$ cat config.mk
export PLATFORM = sky130hd
export DESIGN_NAME = bc_disp_scan8
export DESIGN_NICKNAME = d
export VERILOG_FILES = /design/src/rtl/bc_disp_pkg.sv /design/src/rtl/bc_glyph_dec.sv /design/src/rtl/bc_disp_scan8.sv
export SDC_FILE = /design/constraint.sdc
export NUM_CORES = 1
export LEC_CHECK = 0
export ABC_AREA = 0
export BUFFER_PORTS_ARGS = -buffer_cell sky130_fd_sc_hd__buf_2
export CAP_MARGIN = 10
export CORE_MARGIN = 2
export CORE_UTILIZATION = 45
export DETAILED_ROUTE_END_ITERATION = 6
export MAX_ROUTING_LAYER = met4
export PLACE_DENSITY = 0.62
export SETUP_SLACK_MARGIN = 0.05
export SKIP_LAST_GASP = 1
export SYNTH_ARGS = -nofsm -noshare
export SYNTH_HDL_FRONTEND = slang
export SYNTH_SLANG_ARGS = --single-unit
$ cat constraint.sdc
create_clock -name clock -period 6.55 [get_ports clock]
set_clock_uncertainty 0.15 [all_clocks]
set_input_delay 0.9825 -clock clock [delete_from_list [all_inputs] [get_ports clock]]
set_output_delay 0.9825 -clock clock [all_outputs]
set_load 0.01 [all_outputs]
$ cat src/rtl/bc_disp_pkg.sv
// bc_disp_pkg: shared types and constants for the 8-digit scanned display.
//   Glyph code format is {dash, val[3:0], dp}; segment patterns are active-high abcdefg.
//   Provides glyph code constants, segment constants, slot-phase enum, digit helper.
package bc_disp_pkg;

  // Active-high abcdefg segment patterns, a = bit 6.
  localparam logic [6:0] SEG_0 = 7'b1111110;
  localparam logic [6:0] SEG_1 = 7'b0110000;
  localparam logic [6:0] SEG_2 = 7'b1101101;
  localparam logic [6:0] SEG_3 = 7'b1111001;
  localparam logic [6:0] SEG_4 = 7'b0110011;
  localparam logic [6:0] SEG_5 = 7'b1011011;
  localparam logic [6:0] SEG_6 = 7'b1011111;
  localparam logic [6:0] SEG_7 = 7'b1110000;
  localparam logic [6:0] SEG_8 = 7'b1111111;
  localparam logic [6:0] SEG_9 = 7'b1111011;
  localparam logic [6:0] SEG_A = 7'b1100111;
  localparam logic [6:0] SEG_B = 7'b0011111;
  localparam logic [6:0] SEG_C = 7'b0001101;
  localparam logic [6:0] SEG_D = 7'b1011011;
  localparam logic [6:0] SEG_E = 7'b1001111;
  localparam logic [6:0] SEG_F = 7'b0111110;
  localparam logic [6:0] SEG_G = 7'b0000001;  // middle bar only

  // Glyph codes for the letters the game uses (aliases of hex values).
  localparam logic [5:0] GLY_DASH = 6'b111111;
  localparam logic [5:0] GLY_U    = 6'b011110;  // val F
  localparam logic [5:0] GLY_S    = 6'b011010;  // val D
  localparam logic [5:0] GLY_P    = 6'b010100;  // val A
  localparam logic [5:0] GLY_G    = 6'b001100;  // val 6
  localparam logic [5:0] GLY_C    = 6'b011000;  // val C
  localparam logic [5:0] GLY_B    = 6'b010110;  // val B
  localparam logic [5:0] GLY_E    = 6'b011100;  // val E

  typedef enum logic {BLANK, DRIVE} phase_t;

  // Build a numeric glyph code from a 4-bit value and decimal-point flag.
  function automatic logic [5:0] glyph_digit(input logic [3:0] val, input logic dp);
    return {1'b0, val, dp};
  endfunction

endpackage

$ cat src/rtl/bc_glyph_dec.sv
// bc_glyph_dec: combinational glyph-code to seven-segment cathode decoder.
//   Ports: code_i [5:0] glyph code {dash,val,dp}; cat_o [7:0] active-low {a..g,dp}.
//   Zero latency; no flow control.
module bc_glyph_dec
  import bc_disp_pkg::*;
(
  input  logic [5:0] code_i,
  output logic [7:0] cat_o
);

  logic [6:0] seg;
  logic       dp;

  always_comb begin
    seg = SEG_G;
    dp  = 1'b0;
    if (!code_i[5]) begin
      dp = code_i[0];
      case (code_i[4:1])
        4'h0: seg = SEG_0;
        4'h1: seg = SEG_1;
        4'h2: seg = SEG_2;
        4'h3: seg = SEG_3;
        4'h4: seg = SEG_4;
        4'h5: seg = SEG_5;
        4'h6: seg = SEG_6;
        4'h7: seg = SEG_7;
        4'h8: seg = SEG_8;
        4'h9: seg = SEG_9;
        4'hA: seg = SEG_A;
        4'hB: seg = SEG_B;
        4'hC: seg = SEG_C;
        4'hD: seg = SEG_D;
        4'hE: seg = SEG_E;
        default: seg = SEG_F;
      endcase
    end
  end

  assign cat_o = ~{seg, dp};

endmodule

$ cat src/rtl/bc_disp_scan8.sv
// bc_disp_scan8: 8-digit common-anode scan driver with per-slot blanking and frame snapshot.
//   Ports: clock, reset (async high), d1..d8 glyph codes in; an, dec_cat (active-low),
//   frame_start pulse out. All outputs registered; one edge from position to pins.
module bc_disp_scan8
  import bc_disp_pkg::*;
#(
  parameter int REFRESH_DIV  = 100000,
  parameter int BLANK_CYCLES = 16
) (
  input  logic       clock,
  input  logic       reset,
  input  logic [5:0] d1,
  input  logic [5:0] d2,
  input  logic [5:0] d3,
  input  logic [5:0] d4,
  input  logic [5:0] d5,
  input  logic [5:0] d6,
  input  logic [5:0] d7,
  input  logic [5:0] d8,
  output logic [7:0] an,
  output logic [7:0] dec_cat,
  output logic       frame_start
);

  localparam int              CW   = (REFRESH_DIV > 2) ? $clog2(REFRESH_DIV) : 1;
  localparam logic [CW-1:0]   LAST = CW'(REFRESH_DIV - 1);

  // div_q/idx_q name the scan position that the next edge puts on the pins.
  logic [CW-1:0] div_q, div_d;
  logic [2:0]    idx_q, idx_d;
  logic [5:0]    shadow_q [8];
  logic [5:0]    shadow_d [8];
  logic [5:0]    din      [8];
  logic [7:0]    an_q, dec_cat_q;
  logic          frame_start_q;
  logic          snap;
  logic          wrap;
  phase_t        phase;
  logic [7:0]    cat;

  assign din = '{d1, d2, d3, d4, d5, d6, d7, d8};

  always_comb begin
    snap  = (div_q == '0) && (idx_q == 3'd0);
    wrap  = (div_q == LAST);
    div_d = wrap ? '0 : div_q + 1'b1;
    idx_d = wrap ? idx_q + 3'd1 : idx_q;
    phase = (int'(div_q) < BLANK_CYCLES) ? BLANK : DRIVE;
    shadow_d = shadow_q;
    if (snap) shadow_d = din;
  end

  // Decode from the next-state shadow so that with no blanking the first
  // cycle of slot 0 already shows the freshly captured code.
  bc_glyph_dec u_dec (
    .code_i (shadow_d[idx_q]),
    .cat_o  (cat)
  );

  always_ff @(posedge clock or posedge reset) begin
    if (reset) begin
      div_q         <= '0;
      idx_q         <= 3'd0;
      shadow_q      <= '{default: GLY_DASH};
      an_q          <= 8'hFF;
      dec_cat_q     <= 8'hFF;
      frame_start_q <= 1'b0;
    end else begin
      div_q         <= div_d;
      idx_q         <= idx_d;
      shadow_q      <= shadow_d;
      frame_start_q <= snap;
      if (phase == BLANK) begin
        an_q      <= 8'hFF;
        dec_cat_q <= 8'hFF;
      end else begin
        an_q      <= ~(8'd1 << idx_q);
        dec_cat_q <= cat;
      end
    end
  end

  assign an          = an_q;
  assign dec_cat     = dec_cat_q;
  assign frame_start = frame_start_q;

endmodule

==> metrics, run 1 <==
Final Max Slew Viols 0; detailed placement HPWL 6.181 mm; Iteration-0 DRC Markers ~120; CP Cell Sequence inv_1, ha_1, nand2_1, nor4_4, nand2_4, buf_4, mux4_2, o22a_1, o2111ai_1, inv_1, ha_1, mux2i_1, mux2i_1, nand2b_1; asr flop ratio synth 100.0%; overflow left after global routing 0; Leakage between 2 and 2.5 nW; Post-Syn Area per Cell about 11 um2; minimum clock period approximately 4.2 ns; die area approximately 10000 um2; FF+latch area roughly 2200 um2; Die Y 101 um; top cells by area, synth dfstp_2 (40%), nand2_1 (13%), dfrtp_1 (12%), mux4_2 (5.9%), ha_1 (4.4%); top-area cell type share of the netlist area 39.72%; die width 101 um; Total Routing Usage GR between 10% and 20%; Pwr Density 218.5 nW/um2; Num Clock Sinks 85; Fillers 876; final setup margin 2.396 ns; num rows 35; pin count of the biggest net entering global routing between 80 and 90; dominant synthesized flop cell dfstp_2; startpoint types flip-flop; first-pass iteration count of the detailed router 4; CTS tree done; share of cells above drive strength 1 between 30% and 40%; CTS Buf Count 9; placed insts around 570; Top delay family on crit path buffers and inverters; setup repair bufs after CTS 0; Yosys reg bits 85; M3 GR Usage under 10%; Inserted Diodes 0; pre-CTS WS between 2 and 2.5 ns; Synth Cell Area approximately 4200 um2; Hold Path Origin shadow_q[26]; critical path required time roughly 6.7 ns; vias in the first global route between 3000 and 4000; Multi-input gate area approximately 1900 um2; final std cells w/o fill a little under 600; Warnings, synthesis 0; CP Max Fanout between 50 and 60; Clock Pin Slew Worst Setup and Hold Paths 0.08 ns; WHS Endpoint shadow_q[26]; Layout area overhead 15.72%; Final ANT Viol Nets 0; WL/cell roughly 15 um; Vias roughly 3000; final hold violation count 0; VDD IR max about 0.089 mV; Root Buffer clkbuf_8; GR Util met1 25.28%; Hold Path Depth 2; FF-to-FF End dec_cat[7]; first-pass GRT wire length between 10 and 15 mm; max cap viols 0; num ports 67; H-Tree Depth 3; Yosys top cell by area dfstp_2; status completed; clk_lat worst skew roughly 0.36 ns; worst slew pin tran between 1 and 1.5 ns; port buffer count 66; clk buf depth 2; Starting Density around 46%; fmax between 200 and 250 MHz; CTS Hold Bufs 0; post_cts resized 0; setup tns final 0 ns; count leader, synth nand2_1; post-synthesis sequential area ratio between 50% and 60%; Tightest Hold Check Type flip-flop to flip-flop; Syn Inst Count about 400; worst reg-to-reg path cell count 14; nets roughly 530; crit-path max cell delay 0.66 ns; Post-synth EDFFs 0; r2r setup slk around 2.4 ns; core area 9196 um2; # setup viols final 0; Reg-to-Reg Start idx_q[1]; WL final between 8 and 9 mm; Worst Path Arrival approximately 4.3 ns; initial antenna violation count 0; RSZ-0062 raised after global routing false; crit path buf inv count 3; Routability Congestion 0.7816; Max-slew headroom between 30% and 40%; CP Capture Type flip-flop; crit path kind flip-flop to flip-flop; vias per cell between 5 and 6; drc violations 0; met2 Use GR between 30% and 40%; commonest cells in the netlist nand2_1 (145), dfstp_2 (64), dfrtp_1 (21); GRT Max-Usage Layer met2; Netlist cell types 48; Crit-path slowest cell dfrtp_1; Synth Net Count 466; period utilization 63.42%
[flip-flops by register name (all words and copies together) (netlist names)]
name,cells
shadow_q,48
an,8
idx_q,3
dec_cat,8
frame_start,1
div_q,17
[worst max-delay path by stage]
stage	startpoint	end	cells past startpoint
floorplan	idx_q[0]	dec_cat[4]	18
global placement	idx_q[1]	dec_cat[7]	14
detailed placement	idx_q[1]	dec_cat[7]	14
CTS	idx_q[1]	dec_cat[7]	14
global route	idx_q[1]	dec_cat[4]	17
finish	idx_q[1]	dec_cat[7]	14
[layout make-up]
class	count	area share (%)
Inverter	13	1.021
Sequential cell	85	45.05
Clock inverter	5	2.017
Tap cell	111	2.835
Clock buffer	11	2.681
Timing Repair Buffer	71	7.508
Multi-Input combinational cell	287	38.89
[metrics by stage]
step	util, %	cell area (um2)	hold slack, ns	power (mW)
2_1_floorplan	-	4234	0.2824	0.6173
3_3_place_gp	50.78	4669	0.2900	0.6484
3_5_place_dp	50.78	4669	0.2941	0.6506
4_1_cts	53.28	4900	0.3060	1.085
5_1_grt	53.28	4900	0.3191	1.123
6_report	53.28	4900	0.3032	1.070
[worst reg2reg max path: cells and delay by family, from the launching register on]
| kind | cells | cell delay, ns |
|---|---|---|
| buffers and inverters | 3 | 0.95 |
| adders and majority gates | 2 | 0.57 |
| AOI/OAI and AO/OA | 2 | 0.46 |
| DFF | 1 | 0.66 |
| and+or+nand+nor | 4 | 0.43 |
| muxes | 3 | 0.85 |
[routing by layer]
layer,wire (um),part of all wire [%]
met1,4087,46
met4,157,1.8
met3,386,4.4
met5,0,0
met2,4211,48
[power breakdown]
part	internal [mW]	switching, mW	total [mW]
clock network	0.252	0.178	0.430
logic	0.0348	0.0420	0.0768
registers	0.558	0.00629	0.564
total	0.844	0.226	1.07
[cell families (layout without fill, tap and decap cells)]
| logic type | after synthesis | count (layout) | share of synthesized area [%] |
|---|---|---|---|
| AO/OA/AOI/OAI | 27 | 27 | 5.497 |
| XOR/XNOR | 15 | 15 | 3.103 |
| adder cells (fa/ha/maj) | 15 | 15 | 4.433 |
| buffers and inverters | 29 | 100 | 2.866 |
| flip-flops | 85 | 85 | 52.13 |
| multiplexers | 33 | 33 | 11.55 |
| AND/OR/NAND/NOR | 197 | 197 | 20.42 |
[placed cells by master, fill, tap and decap left out, types with 2 or more instances in the layout]
cell type and instances:
dfstp_2 64, and4_1 2, clkbuf_1 2, a311oi_1 2
mux2i_1 8, nand2b_1 4, o211ai_4 2, nor2_1 13
nand4_1 5, mux2_2 13, clkinv_2 2, ha_1 15
o21ai_0 6, dfrtp_1 21, bufinv_16 3, xnor2_1 7
nor4_4 2, inv_1 11, nand2_1 145, nor3_1 2
nand3_1 14, nor2b_1 2, o211ai_1 5, xor2_1 8
mux4_2 11, clkbuf_8 9, buf_2 66, buf_4 5
clkinv_1 2, a211oi_1 2
(Power assumes the default switching activity.)
==> run 2: changes to the inputs <==
Settings changed: PLACE_DENSITY 0.62 to 0.64.
Clock period 6.55 ns to 3.5 ns, I/O delays scaled along.
==> run 2 against run 1 <==
Net effect: worst setup slack lost 2.2 ns; clock power grew 70%; routed wire length increased by 5.1%; core utilization is 2.4 points higher; critical endpoint is now dec_cat[4].
==> metrics, run 2 (synthesis results as in run 1) <==
CP Cell Sequence inv_1, ha_1, nand2_2, nor4_4, buf_6, nand2_4, nand2_1, nand2_1, mux2_2, mux4_2, inv_2, ha_1, inv_1, mux2i_1, mux2_2, nand2_1; Die Y ~100 um; status completed; initial antenna violation count 0; Multi-input gate area 1943 um2; startpoint types flip-flop; Vias around 3100; biggest regs shadow_q x48, div_q x17; FF+latch area ~2200 um2; detailed placement HPWL 6.383 mm; Pwr Density approximately 380 nW/um2; Starting Density between 40% and 50%; most frequent cells in the layout nand2_1 (144), buf_2 (66), dfstp_2 (64), buf_4 (23), dfrtp_1 (21); num rows 35; setup tns final 0 ns; Reg-to-Reg Start div_q[1]; r2r setup slk between 0.1 and 0.15 ns; WL final a little over 9 mm; minimum clock period between 3 and 4 ns; vias per cell about 5.1; most used cell, CP nand2_1; Final ANT Viol Nets 0; die width 101 um; overflow left after global routing 0; post-route cell area 5116 um2; Fillers about 800; first-pass GRT wire length between 15 and 20 mm; CP Capture Type flip-flop; Area after DPL around 4800 um2; Inserted Diodes 0; port buffer count between 60 and 70; share of cells above drive strength 1 a little over two fifths; Routability Congestion 0.8941; core area 9196 um2; WL/cell between 15 and 20 um; max cap viols 0; drc violations 0; CTS tree done; Crit-path slowest cell mux4_2; Root Buffer clkbuf_8; Tightest Hold Check Type input pin to asynchronous set/reset pin; # setup viols final 0; num ports 67; most common cell after layout, fill and taps aside nand2_1; Clock Pin Slew Worst Setup and Hold Paths around 0.09 ns; crit path kind flip-flop to flip-flop; Num Clock Sinks between 80 and 90; fmax about 300 MHz; Reg with most FFs shadow_q; final hold violation count 0; CP Max Fanout 12; VDD IR max approximately 0.18 mV; Final Max Slew Viols 0; Total Routing Usage GR roughly a fifth; max reg flops 48; RSZ-0062 raised after global routing true; FF-to-FF End dec_cat[4]; Worst Path Arrival roughly 3.5 ns; pin count of the biggest net entering global routing 42; clk_lat worst skew about 0.34 ns; Iteration-0 DRC Markers 53; worst reg-to-reg path cell count 16; Layout area overhead 20.83%; nets 555; worst slew pin tran between 0.6 and 0.7 ns; critical path required time ~3.6 ns; CTS Buf Count 9; period utilization 95.75%; Leakage between 2 and 2.5 nW; crit-path max cell delay 0.52 ns; vias in the first global route about 3100; placed insts approximately 580; Max-slew headroom around 54%; H-Tree Depth 3; die area 10200 um2; first-pass iteration count of the detailed router 4; clk buf depth 2; final std cells w/o fill around 610
==> run 2: changes by cell type in the layout (fill, tap and decap cells not counted), moves of 2 or more <==
cell / delta
bufinv_16: -2
inv_2: +2
clkinv_2: +2
buf_12: +2
inv_1: -4
buf_4: +18
==> run 2: per-stage QoR <==
step	setup WS, ns	utilization (%)	hold slack (ns)	total power [mW]
2_1_floorplan	0.06396	-	0.2824	1.155
5_1_grt	-0.02527	55.63	0.1484	2.020
3_3_place_gp	0.1035	52.00	0.2915	1.216
3_5_place_dp	0.1152	52.00	0.2974	1.219
6_report	0.1489	55.63	0.1176	1.935
4_1_cts	0.06784	54.30	0.1212	1.953
==> run 2: worst max-delay path by stage <==
stage          startpoint          to  cells after the start
3_5_place_dp     div_q[0]  dec_cat[4]                     16
3_3_place_gp    div_q[11]  dec_cat[1]                      9
5_1_grt          div_q[0]  dec_cat[4]                     18
6_report         div_q[1]  dec_cat[4]                     16
4_1_cts          div_q[0]  dec_cat[4]                     16
2_1_floorplan    idx_q[0]  dec_cat[4]                     18
==> run 2: repair_timing <==
| action | 4_1_cts | 5_1_grt |
|---|---|---|
| endpoints found under the setup margin | 0 | 6 |
| gates resized for setup | 0 | 6 |
| hold buffers | 0 | 0 |
| setup buffers | 0 | 11 |
==> run 2: layout make-up <==
| class | instances | share of cell area (%) |
|---|---|---|
| flip-flops and latches | 85 | 43.14 |
| multi-input cells | 288 | 37.98 |
| repair buffers | 93 | 10.93 |
| clock buffers | 12 | 3.253 |
| well taps | 111 | 2.715 |
| inverters | 13 | 1.101 |
| clock inverters | 4 | 0.8804 |
==> run 2: per-layer routing <==
layer,share of wire (%),wire length [um],GRT usage (%),vias to the layer above
li1,-,-,-,1516
met1,47,4396,26.50,1520
met2,48,4451,30.67,59
met3,3.5,324,2.982,11
met4,1.2,116,6.341,0
met5,0,0,-,-
==> run 2: worst max-delay path, delay by kind of cell (launching register included) <==
| family | cells | cell delay (ns) |
|---|---|---|
| AND/OR/NAND/NOR | 6 | 0.73 |
| flip-flops | 1 | 0.42 |
| multiplexers | 4 | 1.11 |
| adder cells (fa/ha/maj) | 2 | 0.40 |
| buffers and inverters | 4 | 0.46 |
==> run 2: where the power goes <==
group          switching, mW  internal [mW]  total [mW]
Sequential            0.0111           1.04        1.05
Combinational         0.0803         0.0714       0.152
Clock                  0.339          0.390       0.729
==> run 3: changes to the inputs <==
Settings changed: SETUP_SLACK_MARGIN 0.05 to 0.3.
==> run 3 against run 2 <==
Net effect: global-route usage is 1.3 points higher; core utilization is 1.2 points higher; worst setup slack better by 0.13 ns; routed wire length is 5.8% higher; critical path type unchanged.
==> metrics, run 3 (synthesis results as in run 1) <==
H-Tree Depth 3; Clock Pin Slew Worst Setup and Hold Paths 0.08 ns; Final ANT Viol Nets 0; CP Cell Sequence nor4_4, and4_4, nand2_8, nand2_1, nand2_1, mux2_2, mux4_2, inv_4, ha_4, inv_2, mux2i_1, mux2_4, nand2_2; WL final approximately 10 mm; vias per cell approximately 5.3; share of cells above drive strength 1 between 40% and 50%; startpoint types flip-flop; CTS Hold Bufs 0; final hold violation count 0; CP Max Fanout 8; Reg-to-Reg Start div_q[14]; VDD IR max 0.1755 mV; FF+latch area about 2200 um2; crit path buf inv count 2; Worst Path Arrival ~3.4 ns; fmax about 310 MHz; worst reg-to-reg path cell count 13; Max-slew headroom between 60 and 70%; clk_lat worst skew around 0.35 ns; first-pass iteration count of the detailed router 4; Total Routing Usage GR approximately a fifth; overflow left after global routing 0; minimum clock period 3.216 ns; # setup viols final 0; Iteration-0 DRC Markers around 130; Top delay family on crit path multiplexers; CP Depth 13; critical path required time 3.65 ns; Final Max Slew Viols 0; initial antenna violation count 0; CTS Buf Count 9; Starting Density between 40% and 50%; Num Clock Sinks 85; Tightest Hold Check Type input pin to asynchronous set/reset pin; CP Capture Type flip-flop; Routability Congestion 0.7772; Vias approximately 3200; CTS tree done; Pwr Density approximately 360 nW/um2; Fillers just under 800; detailed placement HPWL approximately 6.6 mm; Crit-path slowest cell mux4_2; setup tns final 0 ns; vias in the first global route 3217; Reg with most FFs shadow_q; most common cell after layout, fill and taps aside nand2_1; period utilization about nine tenths; nets roughly 560; RSZ-0062 raised after global routing true; Inserted Diodes 0; crit path kind flip-flop to flip-flop; WL/cell around 16 um; status completed; num rows 35; max reg flops 48; Multi-input gate area 2066 um2; most frequent cells in the layout nand2_1 (138), buf_2 (66), dfstp_2 (64), buf_4 (24), dfrtp_1 (20); post-route cell area 5223 um2; drc violations 0; Root Buffer clkbuf_8; core area between 9000 and 10000 um2; die area between 10000 and 15000 um2; Leakage between 2 and 2.5 nW; die width around 100 um; Layout area overhead 23.35%; crit path from div_q[14]; port buffer count 66; worst slew pin tran roughly 0.59 ns; clk buf depth 2; num ports 67; pin count of the biggest net entering global routing 34; first-pass GRT wire length between 15 and 20 mm; Area after DPL approximately 4800 um2; most used cell, CP nand2_1; Die Y between 100 and 150 um; crit-path max cell delay 0.55 ns; Final Core Density between 50% and 60%; max cap viols 0; biggest regs shadow_q x48, div_q x17
run 3: cell count changes in the layout (fill, tap and decap cells not counted), sizes merged:
cell and delta:
nand2 +1, clkinv -2, bufinv -1, buf +1
clkinvlp +3
run 3: worst paths after layout:
check / slack [ns] / to
worst min register to register: 0.30 / shadow_q[45]
worst min-delay path: 0.07 / div_q[7]
min in group clock: 0.21 / shadow_q[21]
max in group asynchronous: 2.31 / shadow_q[20]
worst max register to register: 0.28 / dec_cat[4]
worst max-delay path: 0.28 / dec_cat[4]
run 3: layer usage:
| metal | part of all wire, % | global-route usage [%] | wire (um) |
|---|---|---|---|
| met5 | 0 | - | 0 |
| met4 | 0.63 | 5.405 | 62 |
| met3 | 4.4 | 4.230 | 432 |
| met2 | 50 | 33.85 | 4893 |
| met1 | 45 | 27.23 | 4437 |
run 3: what timing repair did:
| item | 4_1_cts | 5_1_grt |
|---|---|---|
| gates resized for setup | 18 | 8 |
| cloned | 3 | 0 |
| setup buffers | 10 | 6 |
| endpoints found under the setup margin | 8 | 8 |
| pin swaps | 9 | 7 |
run 3: through the flow:
step	hold slack [ns]	instances	total power, mW	setup slack (ns)
2_1_floorplan	0.2824	401	1.158	0.1275
3_3_place_gp	0.2881	573	1.218	0.1700
3_5_place_dp	0.2964	573	1.224	0.07111
4_1_cts	0.06924	602	1.873	0.2582
5_1_grt	0.09652	608	1.942	0.1553
6_report	0.06726	608	1.860	0.2838
run 3: final cells by class:
cell class	instances	share of cell area, %
well taps	111	2.659
flip-flops and latches	85	42.29
repair buffers	93	10.76
multi-input cells	289	39.55
clock inverters	3	0.3833
repair inverters	1	0.1437
clock buffers	13	3.043
inverters	13	1.174
run 3: report_power, final:
part	switching (mW)	leakage [nW]	total, mW	internal, mW
Sequential	0.0125	0.952	1.06	1.04
Clock	0.345	0.0857	0.641	0.297
Combinational	0.0860	1.29	0.162	0.0764
run 3: worst reg2reg max path: stages, from the launching register on:
cell and delay, ns:
dfrtp_1 0.44, nor4_4 0.32, and4_4 0.41, nand2_8 0.12, nand2_1 0.09, nand2_1 0.07, mux2_2 0.26, mux4_2 0.55
inv_4 0.11, ha_4 0.20, inv_2 0.05, mux2i_1 0.07, mux2_4 0.27, nand2_2 0.06
